### config.mk
export PLATFORM = sky130hd
export DESIGN_NAME = ofm_maxpool2x2
export DESIGN_NICKNAME = d
export VERILOG_FILES = /design/src/rtl/mito_pkg.sv /design/src/rtl/ofm_pool_linebuf.sv /design/src/rtl/ofm_maxpool2x2.sv
export SDC_FILE = /design/constraint.sdc
export NUM_CORES = 1
export LEC_CHECK = 0
export ABC_AREA = 1
export BUFFER_PORTS_ARGS = -buffer_cell sky130_fd_sc_hd__buf_4
export CAP_MARGIN = 10
export CELL_PAD_IN_SITES_DETAIL_PLACEMENT = 0
export CELL_PAD_IN_SITES_GLOBAL_PLACEMENT = 1
export CORE_MARGIN = 3
export CORE_UTILIZATION = 49
export DETAILED_ROUTE_END_ITERATION = 8
export PLACE_DENSITY_LB_ADDON = 0.1
export SLEW_MARGIN = 20
export SYNTH_ARGS = -nofsm -noshare
export SYNTH_HDL_FRONTEND = slang
export SYNTH_SLANG_ARGS = --single-unit
export TNS_END_PERCENT = 1
### constraint.sdc
create_clock -name clk -period 7.4 [get_ports clk]
set_input_delay 1.48 -clock clk [delete_from_list [all_inputs] [get_ports clk]]
set_output_delay 1.48 -clock clk [all_outputs]
set_load 0.005 [all_outputs]
### src/rtl/mito_pkg.sv
// mito_pkg: shared pixel type and helpers for the OFM post-processing stages.
//  DATA_W   pixel width (signed two's complement), matches the OFM output width
//  pix_t    signed pixel type
//  pix_max  signed maximum of two pixels; equal operands return that value
package mito_pkg;

    localparam int DATA_W = 8;

    typedef logic signed [DATA_W-1:0] pix_t;

    // Both operands are signed, so '>' is a signed compare.
    function automatic pix_t pix_max(input pix_t a, input pix_t b);
        return (a > b) ? a : b;
    endfunction

endpackage

### src/rtl/ofm_pool_linebuf.sv
// ofm_pool_linebuf: single-write / async-read line buffer holding one row of
// horizontal pair-maxima for the 2x2 max-pool. No reset; contents are only
// ever read after the same entry has been written earlier in the frame.
//  clk      in   write clock
//  wr_en    in   write strobe
//  wr_addr  in   write entry
//  wr_data  in   write value
//  rd_addr  in   read entry
//  rd_data  out  combinational read value
module ofm_pool_linebuf #(
    parameter int DATA_W = 8,
    parameter int DEPTH  = 4,
    parameter int AW     = (DEPTH > 1) ? $clog2(DEPTH) : 1
) (
    input  logic                     clk,
    input  logic                     wr_en,
    input  logic [AW-1:0]            wr_addr,
    input  logic signed [DATA_W-1:0] wr_data,
    input  logic [AW-1:0]            rd_addr,
    output logic signed [DATA_W-1:0] rd_data
);

    logic signed [DATA_W-1:0] mem [DEPTH];

    always_ff @(posedge clk) begin
        if (wr_en) mem[wr_addr] <= wr_data;
    end

    assign rd_data = mem[rd_addr];

endmodule

### src/rtl/ofm_maxpool2x2.sv
// ofm_maxpool2x2: streaming 2x2 / stride-2 max-pool on a raster OFM stream.
// One pixel per accepted beat in, one pooled pixel per 2x2 window out.
//  clk        in   clock, rising edge
//  rst        in   asynchronous active-high reset
//  in_valid   in   input pixel valid
//  in_ready   out  stage can accept an input pixel
//  in_data    in   signed input pixel
//  out_valid  out  pooled pixel valid
//  out_ready  in   downstream accepts pooled pixel
//  out_data   out  signed pooled pixel
//  out_last   out  last pooled pixel of the frame
module ofm_maxpool2x2
    import mito_pkg::*;
#(
    parameter int DATA_W = mito_pkg::DATA_W,
    parameter int FMAP_W = 8,
    parameter int FMAP_H = 8
) (
    input  logic                     clk,
    input  logic                     rst,
    input  logic                     in_valid,
    output logic                     in_ready,
    input  logic signed [DATA_W-1:0] in_data,
    output logic                     out_valid,
    input  logic                     out_ready,
    output logic signed [DATA_W-1:0] out_data,
    output logic                     out_last
);

    localparam int CW    = (FMAP_W > 1) ? $clog2(FMAP_W) : 1;
    localparam int RW    = (FMAP_H > 1) ? $clog2(FMAP_H) : 1;
    localparam int LB_D  = FMAP_W / 2;
    localparam int LB_AW = (LB_D > 1) ? $clog2(LB_D) : 1;
    localparam logic [CW-1:0] COL_LAST = CW'(FMAP_W - 1);
    localparam logic [RW-1:0] ROW_LAST = RW'(FMAP_H - 1);

    // The compare helper works on the package pixel type, so the port width
    // has to agree with it.
    if (DATA_W != mito_pkg::DATA_W) begin : g_width_check
        $error("ofm_maxpool2x2: DATA_W must equal mito_pkg::DATA_W");
    end

    logic [CW-1:0]            col_cnt;
    logic [RW-1:0]            row_cnt;
    pix_t                     h_max;
    pix_t                     pair;
    pix_t                     win;
    pix_t                     lb_rd;
    logic [LB_AW-1:0]         lb_addr;
    logic                     accept;
    logic                     odd_col;
    logic                     odd_row;
    logic                     lb_we;

    // One-entry output register without skid: upstream may only push when
    // the register is empty or being drained this cycle.
    assign in_ready = !out_valid || out_ready;
    assign accept   = in_valid && in_ready;
    assign odd_col  = col_cnt[0];
    assign odd_row  = row_cnt[0];
    assign lb_addr  = LB_AW'(col_cnt >> 1);
    assign lb_we    = accept && odd_col && !odd_row;

    always_comb begin
        pair = pix_max(h_max, in_data);
        win  = pix_max(lb_rd, pair);
    end

    // Even rows write, odd rows read, so one entry is never read and
    // written in the same cycle.
    ofm_pool_linebuf #(
        .DATA_W (DATA_W),
        .DEPTH  (LB_D),
        .AW     (LB_AW)
    ) u_linebuf (
        .clk     (clk),
        .wr_en   (lb_we),
        .wr_addr (lb_addr),
        .wr_data (pair),
        .rd_addr (lb_addr),
        .rd_data (lb_rd)
    );

    always_ff @(posedge clk or posedge rst) begin
        if (rst) begin
            col_cnt   <= '0;
            row_cnt   <= '0;
            h_max     <= '0;
            out_valid <= 1'b0;
            out_data  <= '0;
            out_last  <= 1'b0;
        end else begin
            // Drain; a window completing this same cycle overrides below.
            if (out_valid && out_ready) out_valid <= 1'b0;

            if (accept) begin
                if (col_cnt == COL_LAST) begin
                    col_cnt <= '0;
                    row_cnt <= (row_cnt == ROW_LAST) ? '0 : row_cnt + 1'b1;
                end else begin
                    col_cnt <= col_cnt + 1'b1;
                end

                if (!odd_col) begin
                    h_max <= in_data;
                end else if (odd_row) begin
                    out_data  <= win;
                    out_valid <= 1'b1;
                    out_last  <= (row_cnt == ROW_LAST) && (col_cnt == COL_LAST);
                end
            end
        end
    end

endmodule
==> flow_summary.toml <==
[outcome]
status = "finished, final reports clean"

[worst_setup_path]
worstPathRequired_ps = 7600
cpPeakStageDelay_ps = 340
start_kind = "input port"
cp_top_family = "simple AND/OR/NAND/NOR gates"
end_kind = "register"
critPathMaxFanout = 9
critPathArrivalTime_ps = 4370
crit_path_top_delay_cell = "ha_1"
cp_cell_sequence = "buf_4 -> inv_1 -> ha_1 -> a21o_2 -> nor2_4 -> nand3_2 -> nand3_4 -> nand2_1 -> nand2_1 -> inv_1 -> ha_1 -> nand2_1 -> inv_1 -> nand2_1 -> nand2_1 -> nand2_1 -> nand2_1 -> nand2_1 -> nand2_2 -> nand2_1 -> nand3_1 -> nand2_1 -> nand2_1"
crit_type = "in -> reg"
cp.buffers_inverters = 4
path_common_cell = "nand2_1"

[clocking]
ctsRootBufferMaster = "clkbuf_8"
htreeDepth = 2
cts_resized = 0
cts_buffers = 5
clk_path_buf_depth = 2
cts_setup_buffers = 0
cts_tree = "done"
ctsHoldBuffers = 0
path_clk_slew_ps = 90
numClockSinks = 56
clock_latency_ps = 310

[pwr]
vdd_drop_max_mv = 0.236
power.density_nw_per_um2 = 453
p_leak_nw = 1.79

[timing]
rsz0062_at_grt = "false"
hold_violations = 0
max_freq_ghz = 0.240
final_max_slew_viol_count = 0
fin_skew_ps = 2.83
worstMarginPinSlew_ps = 947
fin_setup_tns_ps = 0
finalCritPeriodShare_pct = 56.4
relSlewSlack_pct = 36.8
fin_crit_ps = 4170
setup_viol = 0

[die]
initial_core_util_pct = 52.3
die_w_um = 84.1
dieArea_sq_um = 7070
rows = 27
die_h_um = 84.1
ios = 23
core_area_sq_um = 5710

[logic_synthesis]
synth_cells = 352
netlist_area_sq_um = 2990
yosysSeqAreaShare_pct = 52.3
ys_types = 21
yosys_warnings = 0
ys_ff_latch = 56
synth_area_per_cell_sq_um = 8.49
syn_nets = 384

[routing]
drtIter0Drc = 121
first_pass_iters = 4
routed_via_density = 4.87
drcViolationCount = 0
routed_wirelength_um = 6040
wire_per_inst_um = 13.4
ant_nets = 0
vias = 2201

[placed_design]
hpwl_um = 4570
io_buffers = 22
place_congestion = 0.815

[worst_hold_path]
hp-class = "reg -> reg"

[cells_and_area]
final_nets = 411
antennaDiodeCount = 0
drive_gt1_share_pct = 10.5
fin_util_pct = 58.4
area_growth_pct = 11.5

[grt]
grt_first_pass_wirelength_um = 10400
grt_pass1_vias = 2128
antenna_found_initial = 0
overflow = 0
grt_max_degree = 25
grt_usage_pct = 18.6

[flow_run]
cap_violations = 0
[synth_stat cells, drive strengths merged]
library cell,count,area [sq um]
a21o,1,8.76
a21oi,7,35.0
a41oi,1,16.3
clkbuf,2,7.51
dfrtp,24,601
edfxtp,32,961
ha,20,250
inv,65,244
nand2,126,485
nand3,18,108
nand4,9,62.6
nor2,29,119
nor3,7,35.0
o21ai,11,55.1
[layer usage]
metal  share of wire, %  global-route usage (%)
met5                  0                       0
met4                1.8                    6.87
met3                2.9                    3.26
met1                 48                    24.8
met2                 47                    30.4
[stage by stage]
| stage | cells | setup slack, ps | power, W | area, sq um | hold slack [ps] |
|---|---|---|---|---|---|
| floorplan | 352 | 3450 | 0.00111 | 2990 | 446 |
| global placement | 444 | 2970 | 0.00133 | 3240 | 465 |
| detailed placement | 444 | 2890 | 0.00134 | 3240 | 470 |
| CTS | 452 | 3230 | 0.00152 | 3330 | 494 |
| global route | 452 | 2930 | 0.00167 | 3330 | 511 |
| finish | 452 | 3230 | 0.00151 | 3330 | 490 |
[where the power goes]
part	switching [W]	total [W]	internal, W
sequential	0.0000475	0.000508	0.000461
combinational	0.000538	0.000823	0.000285
clock	0.0000966	0.000177	0.0000802
[cells by family after synthesis]
| logic type | after synthesis | synth area share (%) |
|---|---|---|
| adders and majority gates | 20 | 8.38 |
| AOI/OAI and AO/OA | 20 | 3.85 |
| and+or+nand+nor | 189 | 27.1 |
| DFF | 56 | 52.3 |
| buffers and inverters | 67 | 8.42 |
[area by class of cell]
| cell class | instances | area [sq um] |
|---|---|---|
| clock inverter | 1 | 6.26 |
| fill | 540 | 2380 |
| sequential | 56 | 1560 |
| multi-input combinational | 229 | 1170 |
| inverter | 65 | 244 |
| clock buffer | 7 | 90.1 |
| tap | 72 | 90.1 |
| timing repair buffer | 22 | 165 |
[registers in the layout (all words and copies together), names as in the netlist]
register and count:
out_valid 1, u_linebuf.mem 32, h_max 8, col_cnt 3, out_last 1, row_cnt 3, out_data 8
[cells in the final DEF (no fill, tap or decap), drive strengths merged]
cell type,n
a21o,1
a21oi,7
a41oi,1
buf,22
clkbuf,7
dfrtp,24
edfxtp,32
ha,20
inv,66
nand2,126
nand3,18
nand4,9
nor2,29
nor3,7
o21ai,11
[final timing paths]
| path | startpoint | slack (ps) | to | cells past startpoint |
|---|---|---|---|---|
| worst min register to register | row_cnt[1] | 490 | row_cnt[1] | 2 |
| max in group asynchronous | rst | 5440 | h_max[5] | 2 |
| worst max register to register | h_max[7] | 4120 | out_data[6] | 21 |
| min in group asynchronous | rst | 1380 | h_max[2] | 2 |
| worst max-delay path | in_data[7] | 3230 | out_data[6] | 23 |
| worst min-delay path | row_cnt[1] | 490 | row_cnt[1] | 2 |
[worst reg2reg max path: cells and delay by family (launching register included)]
family	cells	cell delay [ps]
buffers and inverters	2	100
DFF	1	400
adders and majority gates	2	650
and+or+nand+nor	17	2030
Power figures use the tool's default switching activity.
